## config.mk

```make
export PLATFORM = sky130hd
export DESIGN_NAME = pipe_ctrl_seq
export DESIGN_NICKNAME = d
export VERILOG_FILES = /design/src/rtl/pipe_ctrl_seq_pkg.sv /design/src/rtl/pipe_ctrl_seq_decode.sv /design/src/rtl/pipe_ctrl_seq.sv
export SDC_FILE = /design/constraint.sdc
export NUM_CORES = 1
export LEC_CHECK = 0
export ABC_AREA = 0
export CAP_MARGIN = 5
export CORE_UTILIZATION = 36
export CTS_CLUSTER_DIAMETER = 200
export DETAILED_ROUTE_END_ITERATION = 10
export PLACE_DENSITY = 0.85
export SYNTH_ARGS = -nofsm -noshare
export SYNTH_HDL_FRONTEND = slang
export SYNTH_SLANG_ARGS = --single-unit
```

## constraint.sdc

```tcl
create_clock -name clk -period 2.2 [get_ports clk]
set_input_delay 0.22 -clock clk [delete_from_list [all_inputs] [get_ports clk]]
set_output_delay 0.22 -clock clk [all_outputs]
set_load 0.01 [all_outputs]
```

## src/rtl/pipe_ctrl_seq_pkg.sv

```systemverilog
// Shared definitions for the sequential RV32I pipeline control.
// Holds opcode/funct3 constants, the PC_sel and WB_sel encodings, the control
// FSM states and the execute-stage control bundle with its NOP value.
package pipe_ctrl_seq_pkg;

  localparam logic [6:0] OPC_LUI    = 7'b0110111;
  localparam logic [6:0] OPC_AUIPC  = 7'b0010111;
  localparam logic [6:0] OPC_JAL    = 7'b1101111;
  localparam logic [6:0] OPC_JALR   = 7'b1100111;
  localparam logic [6:0] OPC_BRANCH = 7'b1100011;
  localparam logic [6:0] OPC_LOAD   = 7'b0000011;
  localparam logic [6:0] OPC_STORE  = 7'b0100011;
  localparam logic [6:0] OPC_OPIMM  = 7'b0010011;
  localparam logic [6:0] OPC_OP     = 7'b0110011;
  localparam logic [6:0] OPC_SYSTEM = 7'b1110011;

  localparam logic [2:0] FNC_SR     = 3'b101;  // SRL/SRA (and SRLI/SRAI)

  typedef enum logic [2:0] {
    PC_RST   = 3'd0,
    PC_HOLD  = 3'd1,
    PC_PLUS4 = 3'd2,
    PC_ALU   = 3'd3,
    PC_JAL   = 3'd4
  } pc_sel_e;

  typedef enum logic [1:0] {
    WB_NONE = 2'd0,
    WB_PC4  = 2'd1,
    WB_MEM  = 2'd2,
    WB_ALU  = 2'd3
  } wb_sel_e;

  typedef enum logic [1:0] {
    RSTH,
    RUN,
    LOAD_WAIT,
    FLUSH
  } state_e;

  typedef struct packed {
    logic       reg_we;
    logic [3:0] alu_sel;
    logic       a_sel;
    logic       b_sel;
    logic       csr_sel;
    logic       csr_we;
    logic [2:0] load_sel;
    wb_sel_e    wb_sel;
    logic       is_jal;
    logic       is_jalr;
    logic       is_branch;
    logic       is_load;
    logic [4:0] rd;
  } ctrl_bundle_t;

  localparam ctrl_bundle_t NOP_BUNDLE = '0;

endpackage

```

## src/rtl/pipe_ctrl_seq_decode.sv

```systemverilog
// ctrl_decode: pure combinational decode of a decode-stage instruction into
// the control bundle, plus source-register usage for hazard detection.
//   instruction_i  decode-stage instruction word
//   inst_valid_i   instruction word is valid
//   bundle_o       decoded control bundle (NOP when invalid or unknown)
//   rs1_used_o/rs2_used_o, rs1_o/rs2_o  source registers read by the instruction
module ctrl_decode
  import pipe_ctrl_seq_pkg::*;
(
  input  logic [31:0]  instruction_i,
  input  logic         inst_valid_i,
  output ctrl_bundle_t bundle_o,
  output logic         rs1_used_o,
  output logic         rs2_used_o,
  output logic [4:0]   rs1_o,
  output logic [4:0]   rs2_o
);

  logic [6:0] opcode;
  logic [2:0] funct3;
  logic       bit30;
  logic [4:0] rd;
  logic       unused_imm;

  assign opcode     = instruction_i[6:0];
  assign rd         = instruction_i[11:7];
  assign funct3     = instruction_i[14:12];
  assign rs1_o      = instruction_i[19:15];
  assign rs2_o      = instruction_i[24:20];
  assign bit30      = instruction_i[30];
  assign unused_imm = ^{instruction_i[31], instruction_i[29:25]};

  always_comb begin
    bundle_o   = NOP_BUNDLE;
    rs1_used_o = 1'b0;
    rs2_used_o = 1'b0;
    if (inst_valid_i) begin
      case (opcode)
        OPC_OP: begin
          bundle_o.reg_we  = 1'b1;
          bundle_o.alu_sel = {bit30, funct3};
          bundle_o.a_sel   = 1'b1;
          bundle_o.b_sel   = 1'b1;
          bundle_o.wb_sel  = WB_ALU;
          bundle_o.rd      = rd;
          rs1_used_o       = 1'b1;
          rs2_used_o       = 1'b1;
        end
        OPC_OPIMM: begin
          // bit30 is immediate data except for the shift-right pair
          bundle_o.reg_we  = 1'b1;
          bundle_o.alu_sel = {(funct3 == FNC_SR) & bit30, funct3};
          bundle_o.a_sel   = 1'b1;
          bundle_o.wb_sel  = WB_ALU;
          bundle_o.rd      = rd;
          rs1_used_o       = 1'b1;
        end
        OPC_LOAD: begin
          bundle_o.reg_we   = 1'b1;
          bundle_o.a_sel    = 1'b1;
          bundle_o.load_sel = funct3;
          bundle_o.wb_sel   = WB_MEM;
          bundle_o.is_load  = 1'b1;
          bundle_o.rd       = rd;
          rs1_used_o        = 1'b1;
        end
        OPC_STORE: begin
          bundle_o.a_sel = 1'b1;
          rs1_used_o     = 1'b1;
          rs2_used_o     = 1'b1;
        end
        OPC_BRANCH: begin
          bundle_o.is_branch = 1'b1;
          rs1_used_o         = 1'b1;
          rs2_used_o         = 1'b1;
        end
        OPC_JAL: begin
          bundle_o.reg_we = 1'b1;
          bundle_o.wb_sel = WB_PC4;
          bundle_o.is_jal = 1'b1;
          bundle_o.rd     = rd;
        end
        OPC_JALR: begin
          bundle_o.reg_we  = 1'b1;
          bundle_o.a_sel   = 1'b1;
          bundle_o.wb_sel  = WB_PC4;
          bundle_o.is_jalr = 1'b1;
          bundle_o.rd      = rd;
          rs1_used_o       = 1'b1;
        end
        OPC_LUI: begin
          bundle_o.reg_we = 1'b1;
          bundle_o.a_sel  = 1'b1;
          bundle_o.wb_sel = WB_ALU;
          bundle_o.rd     = rd;
        end
        OPC_AUIPC: begin
          bundle_o.reg_we = 1'b1;
          bundle_o.wb_sel = WB_ALU;
          bundle_o.rd     = rd;
        end
        OPC_SYSTEM: begin
          // funct3 == 0 (ECALL/EBREAK) carries no CSR access
          if (funct3 != 3'b000) begin
            bundle_o.csr_we  = 1'b1;
            bundle_o.csr_sel = ~funct3[2];
            bundle_o.a_sel   = 1'b1;
            rs1_used_o       = ~funct3[2];
          end
        end
        default: ;
      endcase
    end
  end

endmodule

```

## src/rtl/pipe_ctrl_seq.sv

```systemverilog
// pipe_ctrl_seq: decodes the decode-stage instruction, registers the control
// bundle into execute, and sequences reset hold, load wait, redirect flush and
// load-use stalls.
//   clk, rst (sync, active-low)
//   instruction, inst_valid   decode-stage instruction
//   should_br, PC             execute-stage branch result and PC
//   Reg_WE..WB_sel            registered execute-stage control
//   PC_sel, stall, flush      fetch/decode steering from the FSM
//   DMEM_sel                  combinational address-region select from PC
module pipe_ctrl_seq
  import pipe_ctrl_seq_pkg::*;
#(
  parameter int unsigned XLEN        = 32,
  parameter int unsigned LOAD_LAT    = 2,
  parameter int unsigned FLUSH_DEPTH = 1,
  parameter int unsigned RST_HOLD    = 2
) (
  input  logic            clk,
  input  logic            rst,
  input  logic [31:0]     instruction,
  input  logic            inst_valid,
  input  logic            should_br,
  input  logic [XLEN-1:0] PC,
  output logic            Reg_WE,
  output logic [3:0]      ALU_sel,
  output logic [2:0]      PC_sel,
  output logic            A_sel,
  output logic            B_sel,
  output logic            CSR_sel,
  output logic            CSR_WE,
  output logic [1:0]      DMEM_sel,
  output logic [2:0]      LOAD_sel,
  output logic [1:0]      WB_sel,
  output logic            stall,
  output logic            flush
);

  localparam int unsigned MAX_LF  = (LOAD_LAT > FLUSH_DEPTH) ? LOAD_LAT : FLUSH_DEPTH;
  localparam int unsigned CNT_MAX = (MAX_LF > RST_HOLD) ? MAX_LF : RST_HOLD;
  localparam int unsigned CNT_W   = (CNT_MAX > 1) ? $clog2(CNT_MAX) : 1;

  state_e           state_q, state_d;
  logic [CNT_W-1:0] cnt_q, cnt_d;
  ctrl_bundle_t     ex_q, ex_d, dec_bundle;
  pc_sel_e          pc_sel;
  logic             stall_c, flush_c;
  logic             rs1_used, rs2_used;
  logic [4:0]       rs1, rs2;
  logic             br_taken, redirect, load_use;
  logic             unused_pc;

  ctrl_decode u_decode (
    .instruction_i (instruction),
    .inst_valid_i  (inst_valid),
    .bundle_o      (dec_bundle),
    .rs1_used_o    (rs1_used),
    .rs2_used_o    (rs2_used),
    .rs1_o         (rs1),
    .rs2_o         (rs2)
  );

  assign br_taken = ex_q.is_branch & should_br;
  assign redirect = ex_q.is_jal | ex_q.is_jalr | br_taken;
  assign load_use = ex_q.is_load && (ex_q.rd != '0) &&
                    ((rs1_used && (rs1 == ex_q.rd)) || (rs2_used && (rs2 == ex_q.rd)));

  always_comb begin
    state_d = state_q;
    cnt_d   = cnt_q;
    ex_d    = NOP_BUNDLE;
    pc_sel  = PC_PLUS4;
    stall_c = 1'b0;
    flush_c = 1'b0;
    case (state_q)
      RSTH: begin
        pc_sel = PC_RST;
        if (cnt_q == '0) state_d = RUN;
        else             cnt_d   = cnt_q - 1'b1;
      end
      RUN: begin
        if (ex_q.is_jal)                   pc_sel = PC_JAL;
        else if (ex_q.is_jalr || br_taken) pc_sel = PC_ALU;
        if (ex_q.is_load && (LOAD_LAT > 1)) begin
          state_d = LOAD_WAIT;
          cnt_d   = CNT_W'(LOAD_LAT - 2);
        end else if (redirect && (FLUSH_DEPTH > 0)) begin
          state_d = FLUSH;
          cnt_d   = CNT_W'(FLUSH_DEPTH - 1);
        end
        // The decode-stage word is wrong-path on a redirect, so it becomes a
        // bubble and any load-use stall it would have raised is dropped.
        if (!redirect) begin
          if (load_use) stall_c = 1'b1;
          else          ex_d    = dec_bundle;
        end
      end
      LOAD_WAIT: begin
        stall_c = 1'b1;
        pc_sel  = PC_HOLD;
        if (cnt_q == '0) state_d = RUN;
        else             cnt_d   = cnt_q - 1'b1;
      end
      FLUSH: begin
        flush_c = 1'b1;
        if (cnt_q == '0) state_d = RUN;
        else             cnt_d   = cnt_q - 1'b1;
      end
      default: state_d = RSTH;
    endcase
  end

  always_ff @(posedge clk) begin
    if (!rst) begin
      state_q <= RSTH;
      cnt_q   <= CNT_W'(RST_HOLD - 1);
      ex_q    <= NOP_BUNDLE;
    end else begin
      state_q <= state_d;
      cnt_q   <= cnt_d;
      ex_q    <= ex_d;
    end
  end

  assign Reg_WE   = ex_q.reg_we;
  assign ALU_sel  = ex_q.alu_sel;
  assign A_sel    = ex_q.a_sel;
  assign B_sel    = ex_q.b_sel;
  assign CSR_sel  = ex_q.csr_sel;
  assign CSR_WE   = ex_q.csr_we;
  assign LOAD_sel = ex_q.load_sel;
  assign WB_sel   = ex_q.wb_sel;
  assign PC_sel   = pc_sel;
  assign stall    = stall_c;
  assign flush    = flush_c;

  assign DMEM_sel  = ((PC[31:28] == 4'b0001) || (PC[31:28] == 4'b0011)) ? 2'd1 :
                     (PC[31:28] == 4'b0100) ? 2'd2 : 2'd0;
  assign unused_pc = ^PC;

endmodule

```

==> reports/metrics.yaml <==
status: "completed"
first_pass_iters: 4
cp_slowest_cell: "clkdlybuf4s50_1"
leakage_nw: 0.794
dp_cells: 269
coreArea_mm2: 0.00369
cts_hold_buf: 0
power.density_mw_per_mm2: 524
place_ws_ns: -0.401
syn_inst: 165
multi_input_area_um2: 752
vdd_drop_max_mv: 0.236
drtAntennaViolNets: 0
critPathLaunchType: "primary input"
timing.hold.ws_ns: 0.467
fmax_ghz: 0.472
avgSynthCellArea_um2: 8.39
final_common_cell: "clkdlybuf4s50_1"
post_drt_wl_per_cell_um: 12.5
drt_iter0_drc: 64
critical_path.max_fanout: 2
yosys.area.top_type: "dfxtp_1"
htreeDepth: 1
grt_pass1_wl_mm: 5.63
crit_family: "compound AO/OA/AOI/OAI gates"
wl_mm: 3.45
synthTopCellsByArea: "dfxtp_1 (38%), nor3_1 (7.2%), nand2_1 (5.1%)"
instances_no_fill: 275
final_core_util_pct: 57.4
grt_pass1_vias: 1252
ff_latch_area_um2: 520
hold_viol: 0
root_buffer: "clkbuf_8"
clkLatencyLatePin_ns: 0.28
numCtsBuffers: 3
max_stage_delay_ns: 0.49
path_class: "in -> out"
ys_ff_latch: 26
setup_ws_ns: 0.0824
arrival_ns: 1.90
path_cells: "clkdlybuf4s50_1 -> mux2_2 -> o31ai_2 -> o2111ai_2 -> a211o_2 -> a21oi_2 -> buf_2"
die_area_mm2: 0.00410
yosys_warnings: 0
tightest_slew_ns: 0.382
syn2layout_area_growth_pct: 52.9
cts_tree: "done"
cts_max_path_buffers: 2
worst-path-buf-inv: 2
fin_skew_ns: 0.00263
dpl-instance-area_mm2: 0.00202
fin_area_mm2: 0.00212
num_rows: 22
fin_nets: 299
globalplace.congestion: 0.799
power_mw: 1.11
antenna_cells: 0
route.detailed.drc: 0
finalSetupTns_ns: 0
die_x_um: 64.0
rsz0062_at_grt: "false"
layout_common_cells: "clkdlybuf4s50_1 (52), dfxtp_1 (26), buf_4 (22)"
antenna_found_initial: 0
critical_path.endpoint_type: "output pin"
chipHeight_um: 64.0
drive_gt1_share_pct: 17.6
netlist_area_mm2: 0.00139
finalMaxSlewViolations: 0
finalCritPeriodShare_pct: 96.3
yosysUniqueCellTypes: 41
finalSetupViolCount: 0
pin_count: 89
grt_overflow_total: 0
num_vias: 1354
synth_top_cell_area_share_pct: 37.6
synthesis.nets: 236
path_clk_slew_ns: 0.09
initial_utilization_pct: 37.6
grt_usage_pct: 17.7
post-route-min-period_ns: 2.12
ys_seq_area_share_pct: 37.6
min_path_type: "in -> reg"
drv_cap: 0
grt_max_degree: 22
clkSinkCount: 26
dp_hpwl_mm: 2.55
slew-limit-headroom_pct: 74.5
required_ns: 1.98
fill_cells: 332
io_buffers: 54
post_drt_via_cell_ratio: 4.92
-- state kept, by name (all words and copies together) (netlist names) --
register / count
ALU_sel: 4
A_sel: 1
B_sel: 1
CSR_WE: 1
CSR_sel: 1
LOAD_sel: 3
Reg_WE: 1
WB_sel: 2
cnt_q: 1
ex_q: 9
state_q: 2
-- routing by layer --
layer / vias to the layer above / part of all wire, % / GRT usage, %
li1: 685 / - / -
met1: 620 / 46 / 22.6
met2: 42 / 47 / 29.3
met3: 7 / 4.5 / 2.32
met4: 0 / 2.3 / 8.52
met5: - / 0 / 0
-- repair_timing --
action                                  in CTS  in global routing
resized for setup                            9                  1
endpoints found under the setup margin       2                  1
setup buffers                                1                  1
pin swaps                                    3                  2
hold endpoints to repair                     0                  0
-- worst min-delay path: stages --
cell             delay, ns
clkdlybuf4s50_1       0.40
nand2_1               0.05
nor3_1                0.03
-- report_power, final --
group | internal (mW) | switching, mW
Sequential | 0.479 | 0.00792
Combinational | 0.127 | 0.0960
Clock | 0.244 | 0.155
-- logic make-up after synthesis --
| kind of cell | after synthesis | synth area share [%] |
|---|---|---|
| fa+ha+maj | 3 | 2.71 |
| xor+xnor | 10 | 6.32 |
| compound gates | 21 | 10.4 |
| flops | 26 | 37.6 |
| mux | 1 | 0.813 |
| buf+inv | 22 | 9.57 |
| simple gates | 82 | 32.6 |
-- cell type report --
type	instances	share of cell area, %
clock buffers	3	1.95
clock inverters	1	1.42
inverters	4	0.709
multi-input cells	117	35.5
flip-flops and latches	26	24.6
well taps	48	2.84
repair buffers	76	33.0
-- synth_stat cells, drive strengths merged --
| master | n |
|---|---|
| xnor2 | 2 |
| nor4 | 4 |
| nor4b | 1 |
| a21boi | 2 |
| o21ai | 4 |
| or3 | 3 |
| nand4 | 1 |
| nand2 | 19 |
| nor4bb | 1 |
| and4b | 1 |
| o22ai | 1 |
| a211o | 1 |
| nor3b | 2 |
| buf | 12 |
| ha | 3 |
| nand3 | 9 |
| o31ai | 1 |
| o21ba | 1 |
| nor2b | 2 |
| nor3 | 20 |
| or4 | 1 |
| and2 | 1 |
| nor2 | 8 |
| a21oi | 8 |
| inv | 4 |
| o21a | 1 |
| dfxtp | 26 |
| xor2 | 8 |
| mux2 | 1 |
| or2 | 1 |
| nand3b | 3 |
| clkbuf | 6 |
| nand2b | 4 |
| and3 | 1 |
| o2111ai | 2 |
-- worst paths after layout --
path                            cells after the start  slack, ns      startpoint      end
worst max-delay path                                7       0.08  instruction[6]    stall
worst max register to register                      8       0.22      state_q[1]  CSR_sel
worst min-delay path                                3       0.47  instruction[9]  ex_q[2]
worst min register to register                      2       0.47           cnt_q    cnt_q
(Power assumes the default switching activity.)
